==> src/rtl/hist_pkg.sv <==
// Shared types and defaults for the histogram readout path.
// Bin k of a flattened histogram sits at [k*BINW +: BINW].
package hist_pkg;

    localparam int NBINS_DEF     = 16;
    localparam int BINW_DEF      = 32;
    localparam int BYTES_PER_BIN = BINW_DEF / 8;

    typedef enum logic {
        IDLE = 1'b0,
        SEND = 1'b1
    } state_t;

    function automatic int frame_bytes(input int nbins, input int binw);
        return nbins * (binw / 8);
    endfunction

endpackage

==> src/rtl/hist_readout.sv <==
// Snapshots the histogram, optionally clears the accumulator, and
// streams the snapshot out LSB-first as bytes over valid/ready.
module hist_readout
    import hist_pkg::*;
#(
    parameter int NBINS       = NBINS_DEF,
    parameter int BINW        = BINW_DEF,
    parameter int CLEAR_AFTER = 1
) (
    input  logic                  clkin,
    input  logic                  rstn,
    input  logic [NBINS*BINW-1:0] histo_flat,
    input  logic                  readreq,
    output logic                  resethist,
    output logic [7:0]            tx_data,
    output logic                  tx_valid,
    input  logic                  tx_ready,
    output logic                  busy,
    output logic                  done
);

    localparam int NBYTES = frame_bytes(NBINS, BINW);
    localparam int IDXW   = (NBYTES > 1) ? $clog2(NBYTES) : 1;
    localparam logic [IDXW-1:0] LAST = IDXW'(NBYTES - 1);

    state_t                  r_state;
    state_t                  w_state_nxt;
    logic [NBINS*BINW-1:0]   r_snap;
    logic [NBINS*BINW-1:0]   w_snap_nxt;
    logic [IDXW-1:0]         r_idx;
    logic [IDXW-1:0]         w_idx_nxt;
    logic [IDXW-1:0]         w_idx_inc;
    logic [7:0]              r_tx_data;
    logic [7:0]              w_data_nxt;
    logic                    r_tx_valid;
    logic                    w_valid_nxt;
    logic                    r_busy;
    logic                    w_busy_nxt;
    logic                    r_done;
    logic                    w_done_nxt;
    logic                    r_resethist;
    logic                    w_rh_nxt;
    logic                    w_xfer;
    logic                    w_last;

    assign w_xfer    = r_tx_valid && tx_ready;
    assign w_last    = (r_idx == LAST);
    assign w_idx_inc = r_idx + 1'b1;

    always_ff @(posedge clkin or negedge rstn) begin
        if (!rstn) begin
            r_state <= IDLE;
        end else begin
            r_state <= w_state_nxt;
        end
    end

    always_comb begin
        w_state_nxt = r_state;
        case (r_state)
            IDLE: if (readreq) w_state_nxt = SEND;
            SEND: if (w_xfer && w_last) w_state_nxt = IDLE;
            default: w_state_nxt = IDLE;
        endcase
    end

    // Next values of every registered output; pulses default low.
    always_comb begin
        w_snap_nxt  = r_snap;
        w_idx_nxt   = r_idx;
        w_data_nxt  = r_tx_data;
        w_valid_nxt = r_tx_valid;
        w_busy_nxt  = r_busy;
        w_done_nxt  = 1'b0;
        w_rh_nxt    = 1'b0;
        case (r_state)
            IDLE: begin
                if (readreq) begin
                    w_snap_nxt  = histo_flat;
                    w_idx_nxt   = '0;
                    w_data_nxt  = histo_flat[7:0];
                    w_valid_nxt = 1'b1;
                    w_busy_nxt  = 1'b1;
                    w_rh_nxt    = (CLEAR_AFTER != 0);
                end
            end
            SEND: begin
                if (w_xfer) begin
                    if (w_last) begin
                        w_valid_nxt = 1'b0;
                        w_busy_nxt  = 1'b0;
                        w_done_nxt  = 1'b1;
                    end else begin
                        w_idx_nxt  = w_idx_inc;
                        w_data_nxt = r_snap[{w_idx_inc, 3'b000} +: 8];
                    end
                end
            end
            default: ;
        endcase
    end

    always_ff @(posedge clkin or negedge rstn) begin
        if (!rstn) begin
            r_snap      <= '0;
            r_idx       <= '0;
            r_tx_data   <= '0;
            r_tx_valid  <= 1'b0;
            r_busy      <= 1'b0;
            r_done      <= 1'b0;
            r_resethist <= 1'b0;
        end else begin
            r_snap      <= w_snap_nxt;
            r_idx       <= w_idx_nxt;
            r_tx_data   <= w_data_nxt;
            r_tx_valid  <= w_valid_nxt;
            r_busy      <= w_busy_nxt;
            r_done      <= w_done_nxt;
            r_resethist <= w_rh_nxt;
        end
    end

    assign resethist = r_resethist;
    assign tx_data   = r_tx_data;
    assign tx_valid  = r_tx_valid;
    assign busy      = r_busy;
    assign done      = r_done;

endmodule

==> config.mk <==
export PLATFORM = sky130hd
export DESIGN_NAME = hist_readout
export DESIGN_NICKNAME = d
export VERILOG_FILES = /design/src/rtl/hist_pkg.sv /design/src/rtl/hist_readout.sv
export SDC_FILE = /design/constraint.sdc
export NUM_CORES = 1
export LEC_CHECK = 0
export ABC_AREA = 1
export CAP_MARGIN = 0
export CORE_MARGIN = 4
export CORE_UTILIZATION = 56
export DETAILED_ROUTE_END_ITERATION = 10
export PLACE_DENSITY_LB_ADDON = 0.15
export SKIP_CTS_REPAIR_TIMING = 1
export SLEW_MARGIN = 10
export SYNTH_ARGS = -nofsm -noshare
export SYNTH_HDL_FRONTEND = slang
export SYNTH_SLANG_ARGS = --single-unit
==> constraint.sdc <==
create_clock -name clkin -period 3.3 [get_ports clkin]
set_input_delay 0.825 -clock clkin [delete_from_list [all_inputs] [get_ports clkin]]
set_output_delay 0.825 -clock clkin [all_outputs]
set_load 0.05 [all_outputs]
# After elaboration in Yosys (flattened, before gate mapping)

Index checks and enable logic that the tools add are counted.

Register bits after elaboration: 530
Output and inout port bits: 12
Input port bits: 516

Eq/ne operators: 5
Add/subtract/negate cells: 1
Bitwise operators: 1
Reductions and logical operators: 5
Shifts and indexed selects: 1
Muxes and demuxes: 19

Operators by type and width:

| cell                  | number |
|---|---|
| $shiftx A512 B10 Y8   | 1 |
| $mux W8               | 3 |
| $mux W6               | 3 |
| $pmux W8 S2           | 1 |
| $pmux W6 S2           | 1 |
| $mux W1               | 9 |
| $add A6 B1 Y6 const B | 1 |
| $eq A6 B6 Y1 const B  | 1 |
| $reduce_and A3 Y1     | 2 |
| $ne A2 B1 Y1 const B  | 2 |
| $ne A2 B2 Y1 const B  | 2 |
| $pmux W1 S2           | 2 |
| $logic_and A1 B1 Y1   | 2 |
| $reduce_and A2 Y1     | 1 |
| $not A1 Y1            | 1 |

# Logic depth before layout (Yosys ltp)

Gate-level depths: netlist of the first run.

Depth after elaboration: 5
Depth in mapped cells: 12
Depth with buffers taken out: 11

# Least setup slack after synthesis of the first run

No wires, ideal clock.

Kind: reg-to-reg
Start point: register r_idx[0]
End point: register r_tx_data[5] (netlist: tx_data[5])
Period minus slack after synthesis: 1,862 ps
Stages on the path, launching flop included: 13
Buffers on the path: 2
Slack: 1,438 ps
Arrival: 1,796 ps
Setup time: 66 ps
Required time: 3,234 ps
Path through: dfrtp_1 > ha_1 > inv_1 > buf_2 > clkbuf_1 > nand3_1 > nand3_2 > nand3_1 > nand3_1 > nand3_1 > nand3_1 > nand2_1 > nand2_1

Word-level cells in the longest chain between the ends: 5
Elaborated cells between the ends (all ways): 8

RTL lines:

| what                   | line                | RTL |
|---|---|---|
| start, declared        | hist_readout.sv:30  | `logic [IDXW-1:0] r_idx;` |
| start signal, assigned | hist_readout.sv:114 | `r_idx <= w_idx_nxt;` |
| $add A6 B1 Y6          | hist_readout.sv:48  | `assign w_idx_inc = r_idx + 1'b1;` |
| $shiftx A512 B10 Y8    | hist_readout.sv:95  | `w_data_nxt = r_snap[{w_idx_inc, 3'b000} +: 8];` |
| $mux W8                | hist_readout.sv:89  | `if (w_last) begin` |
| $mux W8                | hist_readout.sv:88  | `if (w_xfer) begin` |
| $pmux W8 S2            | hist_readout.sv:76  | `case (r_state)` |
| end signal, assigned   | hist_readout.sv:115 | `r_tx_data <= w_data_nxt;` |
| end, declared          | hist_readout.sv:33  | `logic [7:0] r_tx_data;` |

Parallel ways exist; a longest one is shown, timed or not. The select of a mux whose other input is x is not followed.
A chain may end at the register's enable or synchronous reset.

# Final worst setup path of the first run

Start point: register r_idx[0]
End point: register r_tx_data[2] (netlist: tx_data[2])

Same word-level chain as after synthesis.

==> reports/results.txt, run 1 <==
Area Growth Syn to Fin: 29.2%
Int Pwr: 14.0 mW
Vias/cell: 5.53
Num CTS Buffers: 54
Netlist cell types: 25
Initial antenna violation count: 7
Initial Utilization: 57.1%
GPL Wtd Cong: 0.934
Worst slew margin: 46.2%
Combinational share of power: 38.3%
R2R setup slack: 0.55 ns
Final setup margin: 0.545 ns
Worst EP required: 3.84 ns
Met1 GRT Util: 46.2%
Top Usage Layer GRT: met2
Placed cell count: 4,300
Core Footprint: 44,600 um^2
VDD IR-drop max: 0.799 mV
CTS tree: done
Nature of the critical path startpoint: register
Clock Power Share: 27.7%
P per Cell Area: 691 nW/um^2
Clk buf depth: 3
Worst slack at placement: 0.614 ns
Final Skew: 0.0205 ns
Routed wire per std cell: 19.4 um
Most frequent cells in the layout: nand2_1 (1,121), dfrtp_1 (529), clkdlybuf4s50_1 (526)
Root Buffer: clkbuf_16
Worst-path maximum fanout: 127
Post-synthesis sequential area ratio: 52.1%
Rows: 77
Cells after Synth: 3,357
Commonest non-fill, non-tap cell in the layout: nand2_1
Syn Nets: 3,874
Worst hold path type: input port to asynchronous set/reset pin
Fin Setup TNS: 0 ns
Via Count: 24,400
Die width: 221 um
# setup viols final: 0
Maxcap violations: 0
Residual DRC: 0
Largest net degree at the start of global routing: 129
Switching share of power: 38.5%
Worst skew pair latency: 0.60 ns
Max Clk Rate: 363 MHz
Lkg Pwr: 15.5 nW
Reg-to-reg critical path startpoint: r_idx[0]$_DFFE_PN0P_
Switching Power: 8.75 mW
Final #Nets: 4,281
Worst-Margin Slew: 0.807 ns
Syn Area/Cell: 7.59 um^2
Final min period: 2.75 ns
DP HPWL: 60.2 mm
Global-route wire length before repair: 133 mm
Layout Cells excl Fill: 4,405
PortBufs: 527
CTS H-tree depth: 2
DIE AREA: 48,900 um^2
Sequential share of power: 34.1%
I/O pin count: 528
Number of hold violations in the final report: 0
Met2 Use GR: 54.0%
CTS sink cnt: 530
RSZ-0062 raised after global routing: false
Number of synthesized register bits: 530
Slew Limit Fails: 0
Total grt overflow: 0
Critical path endpoint category: register
Netlist Area Pre-Place: 25,500 um^2
WL final: 85.5 mm
Status: complete, no violations
R2r endpoint: tx_data[2]$_DFFE_PN0P_
Vias in the first global route: 24,100
Worst Path Class, Setup: register to register
Yosys warning count: 0
Fraction of layout cells with a size suffix above 1: 4.02%
Arr. time, crit path: 3.30 ns
Total GRT Usage: 34.0%
Clock slew at reported path FFs: 0.06 ns
FF-to-FF path depth: 10
DRT antenna net count: 0
Starting DRT DRC Count: 3,053
Initial DRT Pass Iterations: 6
Final period util: 83.5%
Met3 usage: 5.72%
Die Height: 221 um
-- Yosys cell counts, drive strengths merged --
| cell type | count | area, um^2 |
|---|---|---|
| nand2 | 1122 | 4210 |
| dfrtp | 530 | 13300 |
| o21ai | 465 | 2330 |
| inv | 462 | 1730 |
| nand3 | 456 | 2320 |
| clkbuf | 137 | 518 |
| buf | 86 | 507 |
| nor2 | 53 | 206 |
| o211ai | 36 | 270 |
| o22ai | 3 | 18.8 |
| nand4 | 2 | 12.5 |
| xor2 | 2 | 43.8 |
| ha | 1 | 12.5 |
| or2 | 1 | 6.26 |
| xnor2 | 1 | 8.76 |
-- stage by stage --
| stage | util (%) | instance area (um^2) | total power [mW] | hold slack, ns |
|---|---|---|---|---|
| 6_report | 73.8 | 32900 | 22.7 | 0.188 |
| 5_1_grt | 73.8 | 32900 | 23.9 | 0.197 |
| 4_1_cts | 73.7 | 32900 | 22.7 | 0.169 |
| 3_5_place_dp | 69.6 | 31100 | 16.4 | 0.454 |
| 3_3_place_gp | 69.6 | 31100 | 16.2 | 0.449 |
| 2_1_floorplan | - | 25500 | 13.1 | 0.437 |
-- kinds of logic after synthesis --
family                   after synthesis  synth area share, %
AO/OA/AOI/OAI                        504                 10.3
XOR/XNOR                               3                0.206
adder cells (fa/ha/maj)                1               0.0491
buffers and inverters                685                 10.8
flip-flops                           530                 52.1
AND/OR/NAND/NOR                     1634                 26.6
-- power groups by stage --
stage,Clock (mW),Combinational [mW],Sequential [mW]
after CTS,6.37,8.62,7.74
final,6.30,8.70,7.75
after global routing,6.65,9.42,7.82
after detailed placement,0,8.55,7.85
after floorplan,0,5.24,7.90
after global placement,0,8.43,7.81
-- final cells by class --
class / instances / area (um^2)
clock inverter: 15 / 181
multi-input combinational: 2142 / 9460
tap: 592 / 741
clock buffer: 85 / 1650
sequential: 530 / 13300
fill: 3499 / 11700
inverter: 462 / 1740
timing repair buffer: 574 / 5850
antenna: 5 / 12.5
-- state kept, by name, indices dropped and copies added, names as in the netlist --
register / cells
busy: 1
r_state: 1
r_idx: 6
resethist: 1
r_snap: 512
done: 1
tx_data: 8
-- routing by layer --
layer,share of wire [%],vias to the layer above
met2,47,1224
li1,-,11300
met4,5.0,6
met3,8.2,209
met1,40,11600
met5,0.030,-
-- worst max-delay path, cell delays in order, from the launching register on --
cell and delay (ns):
dfrtp_4 0.55, ha_4 0.32, buf_12 0.45, o211ai_1 0.36, nand3_1 0.15, nand3_1 0.11, nand3_1 0.23, nand3_1 0.14
nand3_1 0.10, nand2_1 0.08, nand2_1 0.06
-- worst max-delay path by stage --
stage | start | endpoint | slack, ns
final | r_idx[0]$_DFFE_PN0P_ | tx_data[2]$_DFFE_PN0P_ | 0.55
after global routing | r_idx[0]$_DFFE_PN0P_ | tx_data[3]$_DFFE_PN0P_ | 0.41
after CTS | busy$_DFFE_PN0P_ | busy | 0.55
after detailed placement | readreq | r_snap[63]$_DFFE_PN0P_ | 0.61
after global placement | r_idx[0]$_DFFE_PN0P_ | tx_data[5]$_DFFE_PN0P_ | 0.65
after floorplan | r_idx[0]$_DFFE_PN0P_ | tx_data[5]$_DFFE_PN0P_ | 1.44
No activity file was read; power rests on OpenSTA's default activity.
==> run 2, diff against run 1 <==
--- a/config.mk
+++ b/config.mk
@@ -8,7 +8,7 @@
 export ABC_AREA = 1
 export CAP_MARGIN = 0
 export CORE_MARGIN = 4
-export CORE_UTILIZATION = 56
+export CORE_UTILIZATION = 47
 export DETAILED_ROUTE_END_ITERATION = 10
 export PLACE_DENSITY_LB_ADDON = 0.15
 export SKIP_CTS_REPAIR_TIMING = 1
==> constraint.sdc (replaced) <==
create_clock -name clkin -period 2.2 [get_ports clkin]
set_input_delay 0.55 -clock clkin [delete_from_list [all_inputs] [get_ports clkin]]
set_output_delay 0.55 -clock clkin [all_outputs]
set_load 0.05 [all_outputs]
==> reports/results.txt, run 2 (same netlist as run 1, synthesis figures left out) <==
Status: complete, no violations
Initial antenna violation count: 7 (unchanged)
Worst Path Class, Setup: register to register
Final period util: 98.8% (+15 points)
Max reg flops: 512 (unchanged)
RSZ-0062 raised after global routing: true
Num CTS Buffers: 57 (+5.6%)
# setup viols final: 0 (unchanged)
DP HPWL: 64.7 mm (+7.5%)
Worst slew margin: 65.6% (+19 points)
Total GRT Usage: 29.6% (-4.4 points)
Number of hold violations in the final report: 0 (unchanged)
VDD IR-drop max: 0.840 mV (+5.2%)
Area Growth Syn to Fin: 36.0%
Arr. time, crit path: 2.69 ns (-0.61 ns)
Switching Power: 14.4 mW (+65%)
R2R setup slack: 0.03 ns (-0.52 ns)
Slew Limit Fails: 0 (unchanged)
WL final: 91.1 mm (+6.6%)
Worst skew pair latency: 0.62 ns (+0.02 ns)
Hold Worst Slack: 0.441 ns (+0.253 ns)
Final Skew: 0.0302 ns (+0.00970 ns)
Int Pwr: 23.2 mW (+66%)
Worst EP required: 2.72 ns (-1.12 ns)
Die Height: 241 um (+8.8%)
Root Buffer: clkbuf_16
Max Clk Rate: 460 MHz (+27%)
PortBufs: 527 (unchanged)
Layout Cells excl Fill: 4,594 (+4.3%)
Combinational share of power: 41.7% (+3.4 points)
CTS H-tree depth: 2 (unchanged)
Total grt overflow: 0 (unchanged)
Switching share of power: 38.4% (-0.087 points)
Commonest non-fill, non-tap cell in the layout: nand2_1
DIE AREA: 58,000 um^2 (+18%)
Most frequent cells in the layout: nand2_1 (1,120), dfrtp_1 (528), clkdlybuf4s50_1 (514)
Worst hold path type: input port to asynchronous set/reset pin
Largest net degree at the start of global routing: 88 (-32%)
I/O pin count: 528 (unchanged)
Rows: 85 (+10%)
# fillers: 4,593 (+31%)
Vias in the first global route: 22,700 (-5.7%)
Sequential share of power: 30.8% (-3.3 points)
Starting DRT DRC Count: 2,306 (-24%)
Clock slew at reported path FFs: 0.06 ns (about the same)
Via Count: 23,800 (-2.2%)
Final #Nets: 4,368 (+2.0%)
P per Cell Area: 1090 nW/um^2 (+57%)
Critical path endpoint category: register
Worst-path maximum fanout: 16 (-87%)
Clock Power Share: 27.4% (-0.3 points)
Final min period: 2.17 ns (-0.580 ns)
Clk buf depth: 3 (unchanged)
GPL Wtd Cong: 0.915 (-2.0%)
Placed cell count: 4,469 (+3.9%)
Maxcap violations: 0 (unchanged)
Fraction of layout cells with a size suffix above 1: 7.27% (+3.3 points)
DRT antenna net count: 0 (unchanged)
CTS sink cnt: 530 (unchanged)
Vias/cell: 5.18 (-6.3%)
Initial Utilization: 47.4% (-9.7 points)
CTS tree: done
Initial DRT Pass Iterations: 6 (unchanged)
Nature of the critical path startpoint: register
Lkg Pwr: 16.3 nW (+5.5%)
Register with the most flip-flops: r_snap
Routed wire per std cell: 19.8 um (+2.3%)
Global-route wire length before repair: 132 mm (-0.98%)
Die width: 241 um (+8.8%)
Worst-Margin Slew: 0.515 ns (-0.292 ns)
Core Footprint: 53,700 um^2 (+20%)
Residual DRC: 0 (unchanged)
## run 2: cell types whose count changed in the layout (fill, tap and decap cells not counted), moves of 6 or more
cell             previous run  this run
nand3_1                   448       422
clkbuf_8                   16        10
buf_12                     17        44
nand3_2                     8        34
clkdlybuf4s50_1           526       514
clkbuf_1                   14         6
bufinv_16                   4        10
buf_4                      30        76
clkbuf_16                  55        68
## run 2: power groups by stage
stage / Clock (mW) / Sequential, mW / Combinational (mW)
floorplan: 0 / 11.8 / 7.86
global placement: 0 / 11.7 / 13.7
detailed placement: 0 / 11.8 / 13.8
CTS: 10.4 / 11.6 / 13.8
global route: 10.8 / 11.7 / 16.8
finish: 10.3 / 11.6 / 15.7
## run 2: critical path, stage by stage, from the launching register on
cell	delay [ns]
dfrtp_4	0.50
ha_4	0.38
buf_12	0.13
buf_16	0.17
nor2_1	0.06
o21ai_0	0.07
nand3_1	0.16
nand3_1	0.14
nand3_1	0.15
nand3_1	0.11
nand3_1	0.07
nand2_1	0.06
nand2_1	0.05
## run 2: final cells by class
cell class	count	area, um^2	share of cell area (%)
antenna	5	12.5	0.0361
clock buffer	73	1590	4.58
clock inverter	28	404	1.17
inverter	462	1770	5.12
multi-input combinational	2142	9610	27.7
sequential	530	13300	38.3
tap	696	871	2.51
timing repair buffer	658	7110	20.5
## run 2: final timing paths
path                                    startpoint                       to  cells past startpoint
min in group clkin                 histo_flat[188]  r_snap[188]$_DFFE_PN0P_                      3
max                           r_idx[0]$_DFFE_PN0P_   tx_data[6]$_DFFE_PN0P_                     12
min reg2reg                r_snap[502]$_DFFE_PN0P_  r_snap[502]$_DFFE_PN0P_                      2
max in group asynchronous                     rstn  r_snap[280]$_DFFE_PN0P_                      4
max reg2reg                   r_idx[0]$_DFFE_PN0P_   tx_data[6]$_DFFE_PN0P_                     12
min                                           rstn   r_snap[96]$_DFFE_PN0P_                      2
## run 2: per-layer routing
metal | track usage, % | routed length (um) | vias up
met5 | 0 | 17 | -
met4 | 10.9 | 3270 | 4
met3 | 5.27 | 7050 | 151
met2 | 47.4 | 42800 | 974
met1 | 40.9 | 38000 | 11200
li1 | - | - | 11500
## run 2: stage by stage
stage               cell area (um^2)  power (mW)  worst slack (ns)  utilization (%)  setup TNS [ns]
finish                         34600        37.7            0.0255             64.5               0
global route                   34600        39.4           -0.0217             64.5         -0.0900
CTS                            34000        35.9            -0.301             63.4           -1.10
detailed placement             32000        25.5            -0.160             59.6           -1.05
global placement               32000        25.4            -0.116             59.6          -0.653
floorplan                      25500        19.7             0.338                -               0
